==> src/rtl/mem_stage_param.sv <==
// MEM stage: byte-addressed data memory with sized, extended loads and
// the MEM/WB register; MEM_LAT > 1 stretches each access and stalls.
// Ports: clk/reset; *_m from EX/MEM; alu_fwd_m, stall_m; *_wb to WB.
module mem_stage_param #(
  parameter int ADDR_W  = 5,
  parameter int MEM_LAT = 1,
  parameter int REG_W   = 5,
  parameter int PC_W    = 32
) (
  input  logic             clk,
  input  logic             reset,
  input  logic             valid_m,
  input  logic             mem_read_m,
  input  logic             mem_write_m,
  input  logic             mem_to_reg_m,
  input  logic             reg_write_m,
  input  logic             jal_m,
  input  logic [1:0]       size_m,
  input  logic             unsigned_m,
  input  logic [31:0]      alu_result_m,
  input  logic [31:0]      store_data_m,
  input  logic [REG_W-1:0] rd_m,
  input  logic [PC_W-1:0]  pc_m,
  output logic [31:0]      alu_fwd_m,
  output logic             stall_m,
  output logic             valid_wb,
  output logic             mem_to_reg_wb,
  output logic             reg_write_wb,
  output logic             jal_wb,
  output logic [31:0]      load_data_wb,
  output logic [31:0]      alu_result_wb,
  output logic [REG_W-1:0] rd_wb,
  output logic [PC_W-1:0]  pc_wb,
  output logic             misalign_wb
);

  localparam int DEPTH = 2 ** ADDR_W;
  localparam int CW = (MEM_LAT > 1) ? $clog2(MEM_LAT) : 1;
  localparam logic [CW-1:0] LAST = CW'(MEM_LAT - 1);

  typedef enum logic {IDLE, BUSY} state_t;

  state_t            state_q, state_d;
  logic [CW-1:0]     lat_cnt_q, lat_cnt_d;
  logic [31:0]       mem_q [DEPTH];

  logic [ADDR_W-1:0] widx;
  logic [1:0]        off;
  logic              access;
  logic              misalign;
  logic              retire;
  logic              store_en;
  logic [3:0]        be;
  logic [31:0]       wdata;
  logic [31:0]       rword;
  logic [31:0]       ldata;

  logic             valid_q, m2r_q, rw_q, jal_q, mis_q;
  logic [31:0]      ld_q, alu_q;
  logic [REG_W-1:0] rd_q;
  logic [PC_W-1:0]  pc_q;

  assign alu_fwd_m = alu_result_m;
  assign widx      = alu_result_m[ADDR_W+1:2];
  assign off       = alu_result_m[1:0];
  assign access    = valid_m & (mem_read_m | mem_write_m);

  always_comb begin
    misalign = 1'b0;
    unique case (size_m)
      2'b00:   misalign = 1'b0;
      2'b01:   misalign = off[0];
      default: misalign = |off;
    endcase
    misalign = misalign & access;
  end

  // State register
  always_ff @(posedge clk) begin
    if (reset) begin
      state_q   <= IDLE;
      lat_cnt_q <= '0;
    end else begin
      state_q   <= state_d;
      lat_cnt_q <= lat_cnt_d;
    end
  end

  // Next state
  always_comb begin
    state_d   = state_q;
    lat_cnt_d = lat_cnt_q;
    if (MEM_LAT > 1) begin
      unique case (state_q)
        IDLE: begin
          if (access) begin
            state_d   = BUSY;
            lat_cnt_d = CW'(1);
          end
        end
        BUSY: begin
          if (lat_cnt_q == LAST) begin
            state_d   = IDLE;
            lat_cnt_d = '0;
          end else begin
            lat_cnt_d = lat_cnt_q + CW'(1);
          end
        end
        default: begin
          state_d   = IDLE;
          lat_cnt_d = '0;
        end
      endcase
    end
  end

  // Outputs: stall until the last latency cycle
  always_comb begin
    stall_m = 1'b0;
    if (MEM_LAT > 1) begin
      unique case (state_q)
        IDLE:    stall_m = access;
        BUSY:    stall_m = (lat_cnt_q != LAST);
        default: stall_m = 1'b0;
      endcase
    end
  end

  assign retire   = ~stall_m;
  assign store_en = access & mem_write_m & ~misalign & retire;

  always_comb begin
    be    = 4'b0000;
    wdata = store_data_m;
    unique case (size_m)
      2'b00: begin
        be    = 4'b0001 << off;
        wdata = {4{store_data_m[7:0]}};
      end
      2'b01: begin
        be    = off[1] ? 4'b1100 : 4'b0011;
        wdata = {2{store_data_m[15:0]}};
      end
      default: begin
        be    = 4'b1111;
        wdata = store_data_m;
      end
    endcase
  end

  // Memory is never cleared; reset only blocks a pending write
  always_ff @(posedge clk) begin
    if (!reset && store_en) begin
      for (int i = 0; i < 4; i++) begin
        if (be[i]) mem_q[widx][i*8 +: 8] <= wdata[i*8 +: 8];
      end
    end
  end

  assign rword = mem_q[widx];

  always_comb begin
    logic [7:0]  b;
    logic [15:0] h;
    b     = rword[off*8 +: 8];
    h     = off[1] ? rword[31:16] : rword[15:0];
    ldata = rword;
    unique case (size_m)
      2'b00:   ldata = {{24{~unsigned_m & b[7]}}, b};
      2'b01:   ldata = {{16{~unsigned_m & h[15]}}, h};
      default: ldata = rword;
    endcase
    // Simultaneous read+write is a store: no load result
    if (!(access && mem_read_m && !mem_write_m)) ldata = '0;
  end

  always_ff @(posedge clk) begin
    if (reset) begin
      valid_q <= 1'b0;
      m2r_q   <= 1'b0;
      rw_q    <= 1'b0;
      jal_q   <= 1'b0;
      mis_q   <= 1'b0;
      ld_q    <= '0;
      alu_q   <= '0;
      rd_q    <= '0;
      pc_q    <= '0;
    end else if (stall_m) begin
      valid_q <= 1'b0;
      m2r_q   <= 1'b0;
      rw_q    <= 1'b0;
      jal_q   <= 1'b0;
      mis_q   <= 1'b0;
    end else begin
      valid_q <= valid_m;
      m2r_q   <= valid_m & mem_to_reg_m;
      rw_q    <= valid_m & reg_write_m & ~misalign;
      jal_q   <= valid_m & jal_m;
      mis_q   <= misalign;
      ld_q    <= ldata;
      alu_q   <= alu_result_m;
      rd_q    <= rd_m;
      pc_q    <= pc_m;
    end
  end

  assign valid_wb      = valid_q;
  assign mem_to_reg_wb = m2r_q;
  assign reg_write_wb  = rw_q;
  assign jal_wb        = jal_q;
  assign misalign_wb   = mis_q;
  assign load_data_wb  = ld_q;
  assign alu_result_wb = alu_q;
  assign rd_wb         = rd_q;
  assign pc_wb         = pc_q;

endmodule

==> config.mk <==
export PLATFORM = sky130hd
export DESIGN_NAME = mem_stage_param
export DESIGN_NICKNAME = d
export VERILOG_FILES = /design/src/rtl/mem_stage_param.sv
export SDC_FILE = /design/constraint.sdc
export NUM_CORES = 1
export LEC_CHECK = 0
export BUFFER_PORTS_ARGS = -buffer_cell sky130_fd_sc_hd__buf_2
export CAP_MARGIN = 10
export CORE_MARGIN = 4
export CORE_UTILIZATION = 30
export DETAILED_ROUTE_END_ITERATION = 10
export PLACE_DENSITY_LB_ADDON = 0.08
export SETUP_SLACK_MARGIN = 0.1
export SYNTH_ARGS = -nofsm -noshare
export SYNTH_HDL_FRONTEND = slang
export SYNTH_SLANG_ARGS = --single-unit
==> constraint.sdc <==
create_clock -name clk -period 8.4 [get_ports clk]
set_input_delay 2.52 -clock clk [delete_from_list [all_inputs] [get_ports clk]]
set_output_delay 2.52 -clock clk [all_outputs]
set_load 0.05 [all_outputs]
-- After elaboration in Yosys (flattened, before gate mapping)
Memory sizes are Yosys's and may differ from the RTL's.
Index checks and enable logic that the tools add are counted.
- bits in registers: 106
- bits in writable memories: 1024
- bits of input ports: 112
- output and inout bits: 139
- word-level logic and storage cells: 53
- memories kept: 1
- memory list (name ; depth ; bits a word ; read ports ; clocked after memory_dff ; write ports ; RTL line ; text):
    mem_q ; 32 ; 32 ; 1 ; 0 ; 1 ; 45 ; logic [31:0] mem_q [DEPTH];
- equality and inequality tests: 1
- shifts and indexed selects: 2
- muxes and demuxes: 18
- bitwise gates (word level): 14
- reduce and logical (&&, ||, !) cells: 8
- operator list (operator ; count):
    case mux 32 bit (2 select lines) ; 2
    indexed part select 32 x 6 -> 8 bit ; 1
    2-to-1 mux 16 bit ; 1
    2-to-1 mux 1 bit ; 12
    bitwise AND 1 bit ; 10
    case mux 4 bit (2 select lines) ; 1
    2-to-1 mux 4 bit ; 1
    OR reduction 2 bit ; 2
    left shift 1 x 2 -> 4 bit, first input constant ; 1
    logical AND 1 bit ; 3
    inverter 1 bit ; 3
    == test 2 x 1 -> 1 bit, second input constant ; 1
    logical NOT 1 bit ; 2
    logical NOT 2 bit ; 1
    case mux 1 bit (2 select lines) ; 1
    bitwise OR 1 bit ; 1

-- Depth between registers and ports, before layout
- word-level depth: 8
- gate-level depth with buffers: 12
- gate-level depth less buffers: 7

-- Worst setup path after synthesis
OpenSTA, ideal clock, no wires.
- path kind: input-to-output
- start point: input alu_result_m[0]
- end point: output alu_fwd_m[0]
- data arrival time: 2690 ps
- data required time: 5880 ps
- path slack: 3190 ps
- cell stages on the path: 1
- buffers on the path: 1
- path through: buf_4
- RTL lines (element ; RTL line ; text):
    from (decl) ; 20 ; input logic [31:0] alu_result_m,
    to (decl) ; 24 ; output logic [31:0] alu_fwd_m,
No word-level cell between the ends.

-- Final worst setup path
- start point: input alu_result_m[2]
- end point: output alu_fwd_m[2]
No word-level cell between the ends.

==> run_results.csv <==
group,metric,value,unit
run_status,status,"completed",
floorplanning,start_util,30.19,%
sta,period_needed,5.853,ns
critical_path,r2r_cells,7,
pwr,peakVddDrop,148.9,uV
routing,first_pass_iters,5,
synthesis,synth_cell_types,51,
critical_path,start_kind,"primary input",
critical_path,worstPathArrival,3.33,ns
critical_path,cp-startpoint,"alu_result_m[2]",
sta,worst_pin_slew,1.268,ns
critical_path,crit_path_max_fanout,36,
global_routing,globalRouteMet1Util,26.67,%
routing,wl,143.5,mm
synthesis,synth.top_cell.area_share,70.89,%
routing,routed-via-count,24174,
final_layout,final_common_cell,"edfxtp_1",
clock_network,post_cts.repair.setup_buffers,0,
synthesis,synth-edff-count,1024,
clock_network,htree_levels,4,
critical_path,rr_endpoint,"load_data_wb[19]$_SDFF_PP0_",
sta,finalSetupTns,0,ns
routing,vias_per_cell,5.042,
floorplanning,io_pins,251,
critical_path,cp.required,5.88,ns
routing,wl_per_cell,29.92,um
sta,finalClockSkew,0.02915,ns
synthesis,synth-seq-area-share,75.78,%
floorplanning,row_count,139,
routing,drt_iter0_markers,2328,
worst_hold_path,min_from,"mem_q[1][30]$_DFFE_PP_",
clock_network,cts-buffers-inserted,132,
clock_network,path_clk_slew,0.06,ns
sta,final-hold-violation-count,0,
final_layout,register_area,32870,um2
routing,drc,0,
synthesis,synthesis.area,43380,um2
global_routing,antenna_found_initial,14,
final_layout,fin_nets,2895,
sta,slew_viol_final,0,
critical_path,cp_slowest_cell,"buf_4",
synthesis,ys_ff_latch,1130,
floorplanning,dieArea,150700,um2
floorplanning,die_x,388.2,um
worst_hold_path,whs_endpoint,"load_data_wb[30]$_SDFF_PP0_",
critical_path,critPathKind,"primary input to output pin",
global_routing,overflow,0,
placed_design,dpl.hpwl,95.37,mm
floorplanning,die_h,388.2,um
worst_hold_path,hp-class,"register to register",
placed_design,post-place-ws,1.907,ns
synthesis,ys_top_cells_by_area,"edfxtp_1 71%, mux2i_1 10%, dfxtp_1 4.9%, o22ai_1 3.1%, mux4_2 2.3%",
clock_network,cts_sinks,1130,
pwr,power_per_cell_area,245.3,nW/um2
global_routing,gr-usage-met3,3.320,%
synthesis,yosys_warnings,0,
critical_path,path_cells,"buf_4, buf_2",
critical_path,r2r_slack,5.50,ns
clock_network,root_buffer,"clkbuf_16",
routing,ant_nets,0,
placed_design,io_buffer_count,249,
critical_path,cp-end-kind,"output pin",
clock_network,cts_resized,0,
floorplanning,core_area,143700,um2
synthesis,syn-instance-count,2526,
sta,max_freq,170.9,MHz
final_layout,layout_common_cells,"1024 x edfxtp_1, 433 x mux2i_1, 247 x buf_2, 212 x o22ai_1, 138 x clkbuf_16",
final_layout,multi_input_area,9635,um2
pwr,p_leak,0.01748,uW
global_routing,grt_pass1_vias,24609,
synthesis,async_flop_share,0,%
synthesis,synth-main-ff-cell,"edfxtp_1",
critical_path,path_delay_family,"buffers and inverters",
sta,finalSetupViolations,0,
clock_network,cts_hold_buf,0,
final_layout,drive_gt1_share,20.32,%
final_layout,fillCellCount,13682,
sta,rsz0062_at_grt,"no",
global_routing,top_usage_layer,"met2",
sta,relSlewSlack,15.48,%
sta,fin_ws,2.547,ns
critical_path,critical_path_buf_inv_count,2,
global_routing,grt_max_degree,95,
synthesis,synth_top_cell_by_area,"edfxtp_1",
global_routing,grt_pass1_wl,197.4,mm
synthesis,avgSynthCellArea,17.17,um2
global_routing,grtUsageTotal,18.64,%
global_routing,use_met2,29.43,%
synthesis,synth_fp_nets,2638,
final_layout,area_growth,17.16,%
worst_hold_path,min_path_cells,6,
critical_path,max_stage_delay,0.44,ns
clock_network,cts_tree,"built",
sta,fin_crit_sh,69.68,%
clock_network,insertion_delay,0.75,ns
flow_run,drv_cap,0,
placed_design,gp_congestion,0.7922,
critical_path,timing.rr.start,"mem_q[27][7]$_DFFE_PP_",
clock_network,clk_path_buf_depth,3,
state kept, by name, indices dropped and copies added (netlist names):
signal / flops
rd_wb: 5
pc_wb: 32
alu_result_wb: 32
load_data_wb: 32
reg_write_wb: 1
misalign_wb: 1
valid_wb: 1
mem_q: 1024
mem_to_reg_wb: 1
jal_wb: 1
synth_stat cells, drive strengths merged (7+ instances only):
library cell  count
mux2i           433
nand2            96
nor2            137
a21oi            24
a22oi            31
nor4             54
mux2             16
clkbuf           85
dfxtp           106
o22ai           212
o21ai            11
nor2b            73
buf             104
mux4             44
edfxtp         1024
o2bb2ai           7
metal layers:
metal  routed length, um  up-vias
li1                    -    10464
met1               65220    12717
met2               66530      811
met3                8750      178
met4                2933        4
met5                  29        -
power breakdown:
group	switching [uW]	internal, uW	total (uW)
combinational	586	200	787
clock	2280	3200	5480
sequential	9.96	6190	6200
per-stage QoR:
stage / utilization (%) / total power, uW / hold WS, ns / area, um2 / cells
finish: 35.38 / 12460 / 0.9857 / 50820 / 4795
floorplan: - / 6767 / 0.7675 / 43380 / 2526
global placement: 32.47 / 7106 / 0.9788 / 46650 / 4550
detailed placement: 32.49 / 7112 / 0.9862 / 46670 / 4552
CTS: 35.37 / 12620 / 0.9963 / 50810 / 4792
global route: 35.37 / 12890 / 1.086 / 50810 / 4792
cell type report:
class	count	area share (%)
repair buffers	312	3.496
clock buffers	180	7.231
multi-input cells	1206	18.96
inverters	1	0.007386
well taps	1903	4.685
flip-flops and latches	1130	64.68
diodes	3	0.01477
clock inverters	60	0.9208
worst reg2reg max path: stages (launching register included):
cell      delay, ns
edfxtp_1       0.35
mux2i_1        0.46
o22ai_1        0.14
nor4_1         0.53
nand2_1        0.19
a32oi_1        0.34
a311o_2        0.57
a21oi_1        0.17
worst max-delay path by stage:
| stage | end | cells past startpoint |
|---|---|---|
| after floorplan | alu_fwd_m[0] | 1 |
| after global placement | load_data_wb[30]$_SDFF_PP0_ | 9 |
| after detailed placement | load_data_wb[17]$_SDFF_PP0_ | 9 |
| after CTS | alu_fwd_m[3] | 2 |
| after global routing | alu_fwd_m[2] | 2 |
| final | alu_fwd_m[2] | 2 |
kinds of logic after synthesis:
family | Yosys count | synth area share, %
buffers and inverters | 190 | 2.184
AOI/OAI and AO/OA | 306 | 4.659
DFF | 1130 | 75.78
xor gates and xnor gates | 2 | 0.04039
muxes | 493 | 12.69
other | 1 | 0.008645
and+or+nand+nor | 404 | 4.633
Note: power is estimated with default switching activity, not from simulation.
